## config.mk

```make
export PLATFORM = sky130hd
export DESIGN_NAME = rst_seq_gen
export DESIGN_NICKNAME = d
export VERILOG_FILES = /design/src/rtl/rst_seq_gen.sv
export SDC_FILE = /design/constraint.sdc
export NUM_CORES = 1
export LEC_CHECK = 0
export BUFFER_PORTS_ARGS = -buffer_cell sky130_fd_sc_hd__buf_4
export CAP_MARGIN = 20
export CORE_ASPECT_RATIO = 1.2
export CORE_UTILIZATION = 35
export CTS_CLUSTER_SIZE = 30
export DETAILED_ROUTE_END_ITERATION = 16
export HOLD_SLACK_MARGIN = 0.12
export PLACE_DENSITY_LB_ADDON = 0.3
export SLEW_MARGIN = 20
export SYNTH_ARGS = -nofsm -noshare
export SYNTH_HDL_FRONTEND = slang
export SYNTH_SLANG_ARGS = --single-unit
```

## constraint.sdc

```tcl
create_clock -name clk -period 6.9 [get_ports clk]
set_input_delay 0.69 -clock clk [delete_from_list [all_inputs] [get_ports clk]]
set_output_delay 0.69 -clock clk [all_outputs]
set_load 0.02 [all_outputs]
```

## src/rtl/rst_seq_gen.sv

```systemverilog
// Reset sequencer for the SoC platform.
// Synchronises the two reset pushbuttons and the MMCM lock, debounces the
// combined button press, then walks a fixed sequence:
//   HOLD -> WAIT_LOCK -> PERIPH (peripheral reset held) -> SOC -> RUN.
// A debounced press forces HOLD from anywhere; losing lock forces WAIT_LOCK.
//
// Ports:
//   clk            single clock for all logic
//   rst_n          synchronous active-low block reset
//   btn_fpga_rst_n raw FPGA reset button (async, active-low)
//   btn_mcu_rst_n  raw MCU reset button (async, active-low)
//   mmcm_locked    MMCM lock (async, active-high)
//   periph_rst     peripheral reset, active-high, registered
//   soc_rst_n      SoC top-level reset, active-low, registered
//   seq_state      current state: HOLD=0 WAIT_LOCK=1 PERIPH=2 SOC=3 RUN=4
//   run_cnt        entries into RUN since rst_n, saturating at 255
module rst_seq_gen #(
  parameter int unsigned DEBOUNCE_CYC = 16000,
  parameter int unsigned PERIPH_DLY   = 16,
  parameter int unsigned SOC_DLY      = 16
) (
  input  logic       clk,
  input  logic       rst_n,
  input  logic       btn_fpga_rst_n,
  input  logic       btn_mcu_rst_n,
  input  logic       mmcm_locked,
  output logic       periph_rst,
  output logic       soc_rst_n,
  output logic [2:0] seq_state,
  output logic [7:0] run_cnt
);

  typedef enum logic [2:0] {
    StHold     = 3'd0,
    StWaitLock = 3'd1,
    StPeriph   = 3'd2,
    StSoc      = 3'd3,
    StRun      = 3'd4
  } state_e;

  localparam logic [15:0] DbLast     = 16'(DEBOUNCE_CYC - 1);
  localparam logic [7:0]  PeriphLast = 8'(PERIPH_DLY - 1);
  localparam logic [7:0]  SocLast    = 8'(SOC_DLY - 1);

  // Synchronizers
  logic r_btn_fpga_meta, r_btn_fpga_s;
  logic r_btn_mcu_meta, r_btn_mcu_s;
  logic r_locked_meta, r_locked_s;

  always_ff @(posedge clk) begin
    if (!rst_n) begin
      r_btn_fpga_meta <= 1'b0;
      r_btn_fpga_s    <= 1'b0;
      r_btn_mcu_meta  <= 1'b0;
      r_btn_mcu_s     <= 1'b0;
      r_locked_meta   <= 1'b0;
      r_locked_s      <= 1'b0;
    end else begin
      r_btn_fpga_meta <= btn_fpga_rst_n;
      r_btn_fpga_s    <= r_btn_fpga_meta;
      r_btn_mcu_meta  <= btn_mcu_rst_n;
      r_btn_mcu_s     <= r_btn_mcu_meta;
      r_locked_meta   <= mmcm_locked;
      r_locked_s      <= r_locked_meta;
    end
  end

  // Debouncer
  logic        w_raw_press;
  logic        r_db_press, w_db_press_d;
  logic [15:0] r_db_cnt, w_db_cnt_d;

  assign w_raw_press = ~r_btn_fpga_s | ~r_btn_mcu_s;

  // The counter tracks consecutive disagreeing edges; the flip happens on
  // the edge that would be the DEBOUNCE_CYC-th disagreement.
  always_comb begin
    w_db_press_d = r_db_press;
    w_db_cnt_d   = '0;
    if (w_raw_press != r_db_press) begin
      if (r_db_cnt == DbLast) begin
        w_db_press_d = w_raw_press;
      end else begin
        w_db_cnt_d = r_db_cnt + 16'd1;
      end
    end
  end

  always_ff @(posedge clk) begin
    if (!rst_n) begin
      r_db_press <= 1'b1;
      r_db_cnt   <= '0;
    end else begin
      r_db_press <= w_db_press_d;
      r_db_cnt   <= w_db_cnt_d;
    end
  end

  // Sequencer FSM
  state_e     r_state, w_state_d;
  logic [7:0] r_dly_cnt, w_dly_cnt_d;
  logic [7:0] r_run_cnt, w_run_cnt_d;
  logic       r_periph_rst, w_periph_rst_d;
  logic       r_soc_rst_n, w_soc_rst_n_d;

  always_comb begin
    w_state_d = r_state;
    unique case (r_state)
      StHold:     if (!r_db_press) w_state_d = StWaitLock;
      StWaitLock: if (r_locked_s) w_state_d = StPeriph;
      StPeriph:   if (r_dly_cnt == PeriphLast) w_state_d = StSoc;
      StSoc:      if (r_dly_cnt == SocLast) w_state_d = StRun;
      StRun:      w_state_d = StRun;
      default:    w_state_d = StHold;
    endcase
    // Lock is irrelevant while the button holds the system in HOLD.
    if (r_state != StHold && !r_locked_s) w_state_d = StWaitLock;
    // A debounced press overrides everything else.
    if (r_db_press) w_state_d = StHold;
  end

  always_comb begin
    w_dly_cnt_d = '0;
    if (w_state_d == r_state && (r_state == StPeriph || r_state == StSoc)) begin
      w_dly_cnt_d = r_dly_cnt + 8'd1;
    end

    w_run_cnt_d = r_run_cnt;
    if (r_state == StSoc && w_state_d == StRun && r_run_cnt != 8'hFF) begin
      w_run_cnt_d = r_run_cnt + 8'd1;
    end

    // Decoded from the next state so the output flops move with the state.
    w_periph_rst_d = (w_state_d == StHold) || (w_state_d == StWaitLock) ||
                     (w_state_d == StPeriph);
    w_soc_rst_n_d  = (w_state_d == StRun);
  end

  always_ff @(posedge clk) begin
    if (!rst_n) begin
      r_state      <= StHold;
      r_dly_cnt    <= '0;
      r_run_cnt    <= '0;
      r_periph_rst <= 1'b1;
      r_soc_rst_n  <= 1'b0;
    end else begin
      r_state      <= w_state_d;
      r_dly_cnt    <= w_dly_cnt_d;
      r_run_cnt    <= w_run_cnt_d;
      r_periph_rst <= w_periph_rst_d;
      r_soc_rst_n  <= w_soc_rst_n_d;
    end
  end

  assign periph_rst = r_periph_rst;
  assign soc_rst_n  = r_soc_rst_n;
  assign seq_state  = r_state;
  assign run_cnt    = r_run_cnt;

endmodule

```

-- After elaboration in Yosys (flattened, before gate mapping)
Index checks and enable logic that the tools add are counted.
- equal/unequal tests: 12
- add/subtract/negate cells: 3
- multiplexer cells: 6
- reduce and logical (&&, ||, !) cells: 14
- bitwise logic cells: 5
- operators by type and width (cell ; count):
    $add 16x1->16 const B ; 1
    $add 8x1->8 const B ; 2
    $eq 16x14->1 const B ; 1
    $mux 3 ; 5
    $pmux 3 s5 ; 1
    $eq 3x2->1 const B ; 3
    $eq 8x4->1 const B ; 1
    $ne 8x8->1 const B ; 1
    $eq 3x1->1 const B ; 2
    $eq 3x3->1 const B ; 2
    $logic_not 3->1 ; 2
    $logic_and 1x1->1 ; 4
    $not 1->1 ; 4
    $reduce_and 2->1 ; 2
    $eq 3x3->1 ; 1
    $logic_or 1x1->1 ; 3
    $reduce_bool 3->1 ; 1
    $reduce_or 3->1 ; 1
    $logic_not 1->1 ; 1
    $ne 1x1->1 ; 1
    $or 1x1->1 ; 1
- register bits: 44
- input bits: 5
- word-level logic and storage cells: 53

-- Longest topological paths before layout
Gate-level depths: netlist of the first run.
- word-level depth: 8
- depth in mapped cells: 7
- gate-level depth less buffers: 5

-- Worst setup path after synthesis of the first run
OpenSTA, ideal clock, no wires.
- kind: reg-to-reg
- from: register r_dly_cnt[4]
- to: register r_run_cnt[6], in the netlist run_cnt[6]
- arrival time: 2099 ps
- period minus slack after synthesis: 2171 ps
- cell stages (with the launch flop): 6
- buffers on the path: 1
- library setup time: 72 ps
- slack: 4729 ps
- path through: dfxtp_1 > or4_4 > or4_1 > buf_2 > or4_1 > a21oi_1
- longest elaborated chain between the ends: 8
- RTL lines (what ; line ; text):
    from (decl) ; 101 ; logic [7:0] r_dly_cnt, w_dly_cnt_d;
    from (signal assigned) ; 148 ; r_dly_cnt <= w_dly_cnt_d;
    $eq 8x4->1 (*) ; 111, 112 ;
    $mux 3 (on tied branches) ; 112, 111 ;
    $pmux 3 s5 (*) ; 108 ; unique case (r_state)
    $mux 3 (*) ; 117 ; if (r_state != StHold && !r_locked_s) w_state_d = StWaitLock;
    $mux 3 (*) ; 119 ; if (r_db_press) w_state_d = StHold;
    $eq 3x3->1 (*) ; 129 ; if (r_state == StSoc && w_state_d == StRun && r_run_cnt != 8'hFF) begin
    $logic_and 1x1->1 (*) (2 in series) ; 129 ;
    to (signal assigned) ; 149 ; r_run_cnt <= w_run_cnt_d;
    to (decl) ; 102 ; logic [7:0] r_run_cnt, w_run_cnt_d;
Every way passes the cells marked *; elsewhere a longest branch is shown, timed or not.
A chain may end at the register's enable or synchronous reset.

-- Worst setup path in the final report of the first run
- from: register r_dly_cnt[4]
- to: register r_run_cnt[7], in the netlist run_cnt[7]
Same word-level chain as after synthesis.

==> impl_metrics.yaml, run 1 <==
worst_setup_path:
  worstPathRequired_ns: 7.13
  crit_fanout: 18
  critPathKind: "flip-flop to flip-flop"
  rr_worst_depth: 4
  critical_path.endpoint_type: "flip-flop"
  timing.rr.end: "run_cnt[7]"
  startpoint_type: "flip-flop"
  r2r_setup_slack_ns: 4.45
  r2r_start: "r_dly_cnt[4]"
  worstPathArrival_ns: 2.69
clock_tree:
  clock_path_buffers: 2
  cts.sinks: 44
  clkTransAtPathRegs_ns: 0.09
  cts_setup_buffers: 0
  tritoncts: "built"
  post_cts_resized: 0
  clockRootBuffer: "clkbuf_8"
  insertion_delay_ns: 0.30
  holdBufCountCts: 0
  htree_levels: 2
  cts_buffers: 5
pwr:
  power.total_w: 0.000455
  peakVddDrop_mv: 0.138
  pwr_density_cell_nw_per_um2: 213
  p_leak_nw: 0.689
timing:
  finalSetupTns_ns: 0
  layout_setup_ws_ns: 4.45
  tightestPinTransition_ns: 0.502
  period_needed_ns: 2.45
  rsz0062_at_grt: "no"
  fmax_ghz: 0.408
  final_max_slew_viol_count: 0
  hold_viol_final: 0
  finalCritPeriodShare_pct: 35.6
  setup_viol: 0
  finClkSkew_ns: 0.0145
  slew_headroom_pct: 66.5
detailed_routing:
  drc: 0
  viasPerCell: 5.19
  drtIter0Drc: 90
  wl_per_cell_um: 11.3
  drtPass1Iterations: 4
  vias: 1485
  ant_nets: 0
  wl_um: 3240
synth:
  synth_xor_xnor_area_share_pct: 9.54
  yosys-top-cells-area: "dfxtp_1 (48%), xnor2_1 (6.2%), nor2_1 (6.1%), xor2_1 (3.3%), nand3_1 (3.3%)"
  netlist_instances: 204
  synth_ff_type: "dfxtp_1"
  synth_edf_count: 0
  async_flop_share_pct: 0
  ys_types: 37
  syn_nets: 212
  synthMuxAreaShare_pct: 0.545
  netlist_area_um2: 1840
  synth_area_per_cell_um2: 9.00
  ys_ff_latch: 44
  synth_fa_ha_area_share_pct: 2.04
  synthMostInstantiatedCell: "dfxtp_1"
  seq_area_frac_synth_pct: 48.0
  yosysTopAreaCellShare_pct: 48.0
  synth_compound_area_share_pct: 11.1
  synth_warnings: 0
  ys_top_cells_by_count: "dfxtp_1 (44), nor2_1 (30), xnor2_1 (13)"
  synth_top_family_by_area: "simple AND/OR/NAND/NOR gates"
  synthSimpleGateAreaFrac_pct: 26.1
  yosysTopAreaCell: "dfxtp_1"
floorplanning:
  rows: 28
  coreArea_um2: 4970
  pin_count: 18
  start_util_pct: 36.9
  fp.dieH_um: 81.4
  die_w_um: 68.1
  die_area_um2: 5540
hold_path:
  hold_path_end: "r_locked_s"
  worstHoldStart: "r_locked_meta"
  min_path_cells: 1
  min_path_type: "flip-flop to flip-flop"
place:
  port_buffers: 17
  place_ws_ns: 4.44
  place.gp.congestion: 0.736
  hpwl_um: 2240
outcome:
  status: "completed"
flow_run:
  max_cap_viol_count: 0
global_routing:
  grt_overflow: 0
  grt_max_degree: 19
  track_usage_pct: 13.7
  grt_pass1_vias: 1252
  grt_pass1_wl_um: 5600
  grt_antenna_before_repair: 0
cells_and_area:
  n_antenna_cell: 0
  syn2layout_area_growth_pct: 16.4
  fin_nets: 233
  fin_util_pct: 43.0
  drive_gt1_share_pct: 12.4
==> layout by cell type, fill, tap and decap left out, drive strengths merged, types with 3 or more instances in the layout <==
cell type  netlist  final
nand2           10     10
nand4            7      7
xor2             7      7
xnor2           13     13
nor2            30     30
dfxtp           44     44
nor4             3      3
o211ai           3      3
a21oi            9      9
clkbuf           3      6
and2             7      7
or4              7      7
ha               3      3
inv              8      8
and3             3      3
nor3             6      6
nand3           12     12
o21ai            4      4
o31ai            5      5
buf              1     18
==> where the power goes <==
group,switching [W],internal (W),leakage (nW),total (W)
Clock,0.0000859,0.000108,0.0552,0.000193
Sequential,0.000000633,0.000255,0.356,0.000256
Combinational,0.00000281,0.00000258,0.278,0.00000540
Total,0.0000893,0.000365,0.689,0.000455
==> critical path, cell delays in order, from the launching register on <==
cell and delay (ns):
dfxtp_1 0.35, or4_4 0.57, or4_1 0.75, or4_1 0.58, a21oi_1 0.14
==> area by class of cell <==
class,count,area (um^2)
clock buffers,6,72.6
fillers,510,2840
repair buffers,18,135
multi-input cells,147,906
flip-flops and latches,44,881
well taps,60,75.1
inverters,9,33.8
clock inverters,2,35.0
==> state kept, by name (all words and copies together), names as in the netlist <==
| name | flops |
|---|---|
| r_db_cnt | 16 |
| run_cnt | 8 |
| r_locked_meta | 1 |
| soc_rst_n | 1 |
| r_btn_fpga_s | 1 |
| r_db_press | 1 |
| r_btn_mcu_meta | 1 |
| periph_rst | 1 |
| r_dly_cnt | 8 |
| r_locked_s | 1 |
| r_btn_fpga_meta | 1 |
| r_btn_mcu_s | 1 |
| seq_state | 3 |
==> stage by stage <==
stage | hold WS [ns] | cells | area, um^2
after CTS | 0.427 | 286 | 2140
after floorplan | 0.412 | 204 | 1840
after global routing | 0.430 | 286 | 2140
final | 0.420 | 286 | 2140
after detailed placement | 0.422 | 278 | 2030
after global placement | 0.414 | 278 | 2030
==> per-layer routing <==
| metal | part of all wire, % | global-route usage [%] | vias up | wire, um |
|---|---|---|---|---|
| met4 | 2.0 | 7.50 | 0 | 64 |
| met5 | 0 | 0 | - | 0 |
| met2 | 46 | 21.6 | 29 | 1500 |
| met1 | 47 | 16.2 | 676 | 1530 |
| li1 | - | - | 774 | - |
| met3 | 4.3 | 4.21 | 6 | 139 |
==> worst max-delay path by stage <==
stage,to,slack (ns),depth (start not counted),start
final,run_cnt[7],4.45,4,r_dly_cnt[4]
after global routing,run_cnt[4],4.33,4,r_dly_cnt[4]
after global placement,run_cnt[5],4.48,4,r_dly_cnt[4]
after floorplan,run_cnt[6],4.73,5,r_dly_cnt[4]
after CTS,run_cnt[7],4.43,4,r_dly_cnt[4]
after detailed placement,run_cnt[7],4.44,4,r_dly_cnt[4]
==> cell families after synthesis <==
| logic type | count (synthesis) |
|---|---|
| compound gates | 30 |
| simple gates | 93 |
| mux | 1 |
| fa+ha+maj | 3 |
| flops | 44 |
| xor+xnor | 20 |
| buf+inv | 13 |
(Power assumes the default switching activity.)
==> run 2, diff against run 1 <==
- clock period: 6.9 -> 2.1 ns (I/O delays scaled with it)
==> impl_metrics.yaml, run 2 (same netlist as run 1, synthesis figures left out) <==
outcome:
  status: "completed"
timing:
  final_max_slew_viol_count: 0
  setup_viol: 0
  slew_headroom_pct: 67.7
  finClkSkew_ns: 0.00915
  fmax_ghz: 0.484
  period_needed_ns: 2.07
  tightestPinTransition_ns: 0.484
  finalCritPeriodShare_pct: 98.4
  hold_viol_final: 0
  rsz0062_at_grt: "yes"
worst_setup_path:
  path_delay_family: "simple AND/OR/NAND/NOR gates"
  cp_num_buf_inv: 0
  critPathKind: "flip-flop to flip-flop"
  critPathSlowestCell: "or4_4"
  path_common_cell: "or4_4"
  startpoint_type: "flip-flop"
  critical_path.endpoint_type: "flip-flop"
  cpPeakStageDelay_ns: 0.52
  crit_fanout: 12
  path_cells: "or4_4, or4_4, or4_1, a21oi_1"
  worstPathArrival_ns: 2.30
  worstPathRequired_ns: 2.33
place:
  hpwl_um: 2410
  place.gp.congestion: 0.721
  dp.cells: 284
  placed_area_um2: 2080
  port_buffers: 17
floorplanning:
  die_area_um2: 5540
  start_util_pct: 36.9
  die_w_um: 68.1
  pin_count: 18
  rows: 28
  fp.dieH_um: 81.4
  coreArea_um2: 4970
clock_tree:
  tritoncts: "built"
  cts_buffers: 5
  htree_levels: 2
  clock_path_buffers: 2
  cts.sinks: 44
  insertion_delay_ns: 0.30
  clkTransAtPathRegs_ns: 0.09
  clockRootBuffer: "clkbuf_8"
  cts_setup_buffers: 0
pwr:
  p_comb_share_pct: 1.5
  power_switching_w: 0.000320
  p_leak_nw: 0.732
  peakVddDrop_mv: 0.302
  clkPwrFrac_pct: 43.5
  pwr_density_cell_nw_per_um2: 687
  switching_share_pct: 20.9
  seqPwrFrac_pct: 55.0
  p_int_w: 0.00121
detailed_routing:
  drc: 0
  vias: 1533
  wl_um: 3440
  drtPass1Iterations: 4
  wl_per_cell_um: 11.7
  ant_nets: 0
  viasPerCell: 5.20
  drtIter0Drc: 93
cells_and_area:
  largest_reg_flops: 16
  n_antenna_cell: 0
  syn2layout_area_growth_pct: 21.2
  fin_util_pct: 44.7
  layout_common_cells: "dfxtp_1 (43), nor2_1 (30), buf_4 (24), xnor2_1 (13), nand3_1 (12)"
  layout_commonest_cell: "dfxtp_1"
  design_area_um2: 2230
  top_register: "r_db_cnt"
  fin_nets: 242
  drive_gt1_share_pct: 15.7
  instances_no_fill: 295
global_routing:
  grt_antenna_before_repair: 0
  track_usage_pct: 14.6
  grt_max_degree: 16
  grt_overflow: 0
  grt_pass1_wl_um: 6010
  grt_pass1_vias: 1403
flow_run:
  max_cap_viol_count: 0
hold_path:
  min_path_type: "primary input to flip-flop"
## run 2: changes by cell type in the layout (fill, tap and decap cells not counted)
cell | before | now
dfxtp_1 | 44 | 43
dlygate4sd3_1 | 0 | 3
or4_4 | 1 | 2
dfxtp_2 | 0 | 1
buf_4 | 18 | 24
clkinv_2 | 1 | 0
clkinvlp_4 | 0 | 1
clkbuf_1 | 1 | 0
inv_6 | 0 | 1
or4_1 | 6 | 5
## run 2: worst register-to-register path, cell delays in order (launching register included)
cell and delay, ns:
dfxtp_1 0.32, or4_4 0.52, or4_4 0.51, or4_1 0.53, a21oi_1 0.13
## run 2: routing by layer
metal  GRT usage, %  wire, um  up-vias
met5              0         0        -
met2           25.0      1650       22
met3           5.06       141        6
met4           7.08        66        0
li1               -         -      794
met1           15.8      1580      711
## run 2: through the flow
stage | hold WS (ns) | setup WS [ns] | setup TNS [ns] | power (W)
6_report | 0.230 | 0.0331 | 0 | 0.00153
5_1_grt | 0.228 | -0.0249 | -0.0556 | 0.00161
4_1_cts | 0.230 | 0.00859 | 0 | 0.00156
3_5_place_dp | 0.423 | 0.0278 | 0 | 0.000880
3_3_place_gp | 0.414 | 0.0569 | 0 | 0.000879
2_1_floorplan | 0.337 | 0.0235 | 0 | 0.000869
## run 2: power groups by stage
stage,clock [W],sequential (W),combinational (W)
finish,0.000666,0.000841,0.0000226
global route,0.000738,0.000842,0.0000253
CTS,0.000692,0.000842,0.0000230
detailed placement,0,0.000861,0.0000186
global placement,0,0.000861,0.0000180
floorplan,0,0.000860,0.00000899
## run 2: worst paths after layout
kind | from | to | slack (ns) | depth (start not counted)
setup / recovery | r_dly_cnt[5] | run_cnt[5] | 0.03 | 4
hold / removal | rst_n | r_btn_mcu_s | 0.23 | 2
setup reg to reg | r_dly_cnt[5] | run_cnt[5] | 0.03 | 4
hold reg to reg | r_btn_mcu_meta | r_btn_mcu_s | 0.43 | 1
## run 2: layout make-up
type                       count  area [um^2]
clock inverter                 3         46.3
inverter                       9         33.8
timing repair buffer          27          210
clock buffer                   5         68.8
fill                         508         2750
multi-input combinational    147          910
sequential                    44          882
tap                           60         75.1
## run 2: what timing repair did
item | 4_1_cts | 5_1_grt
endpoints found under the setup margin | 0 | 4
hold buffers | 3 | 0
gates resized for setup | 0 | 1
hold endpoints to repair | 3 | 0
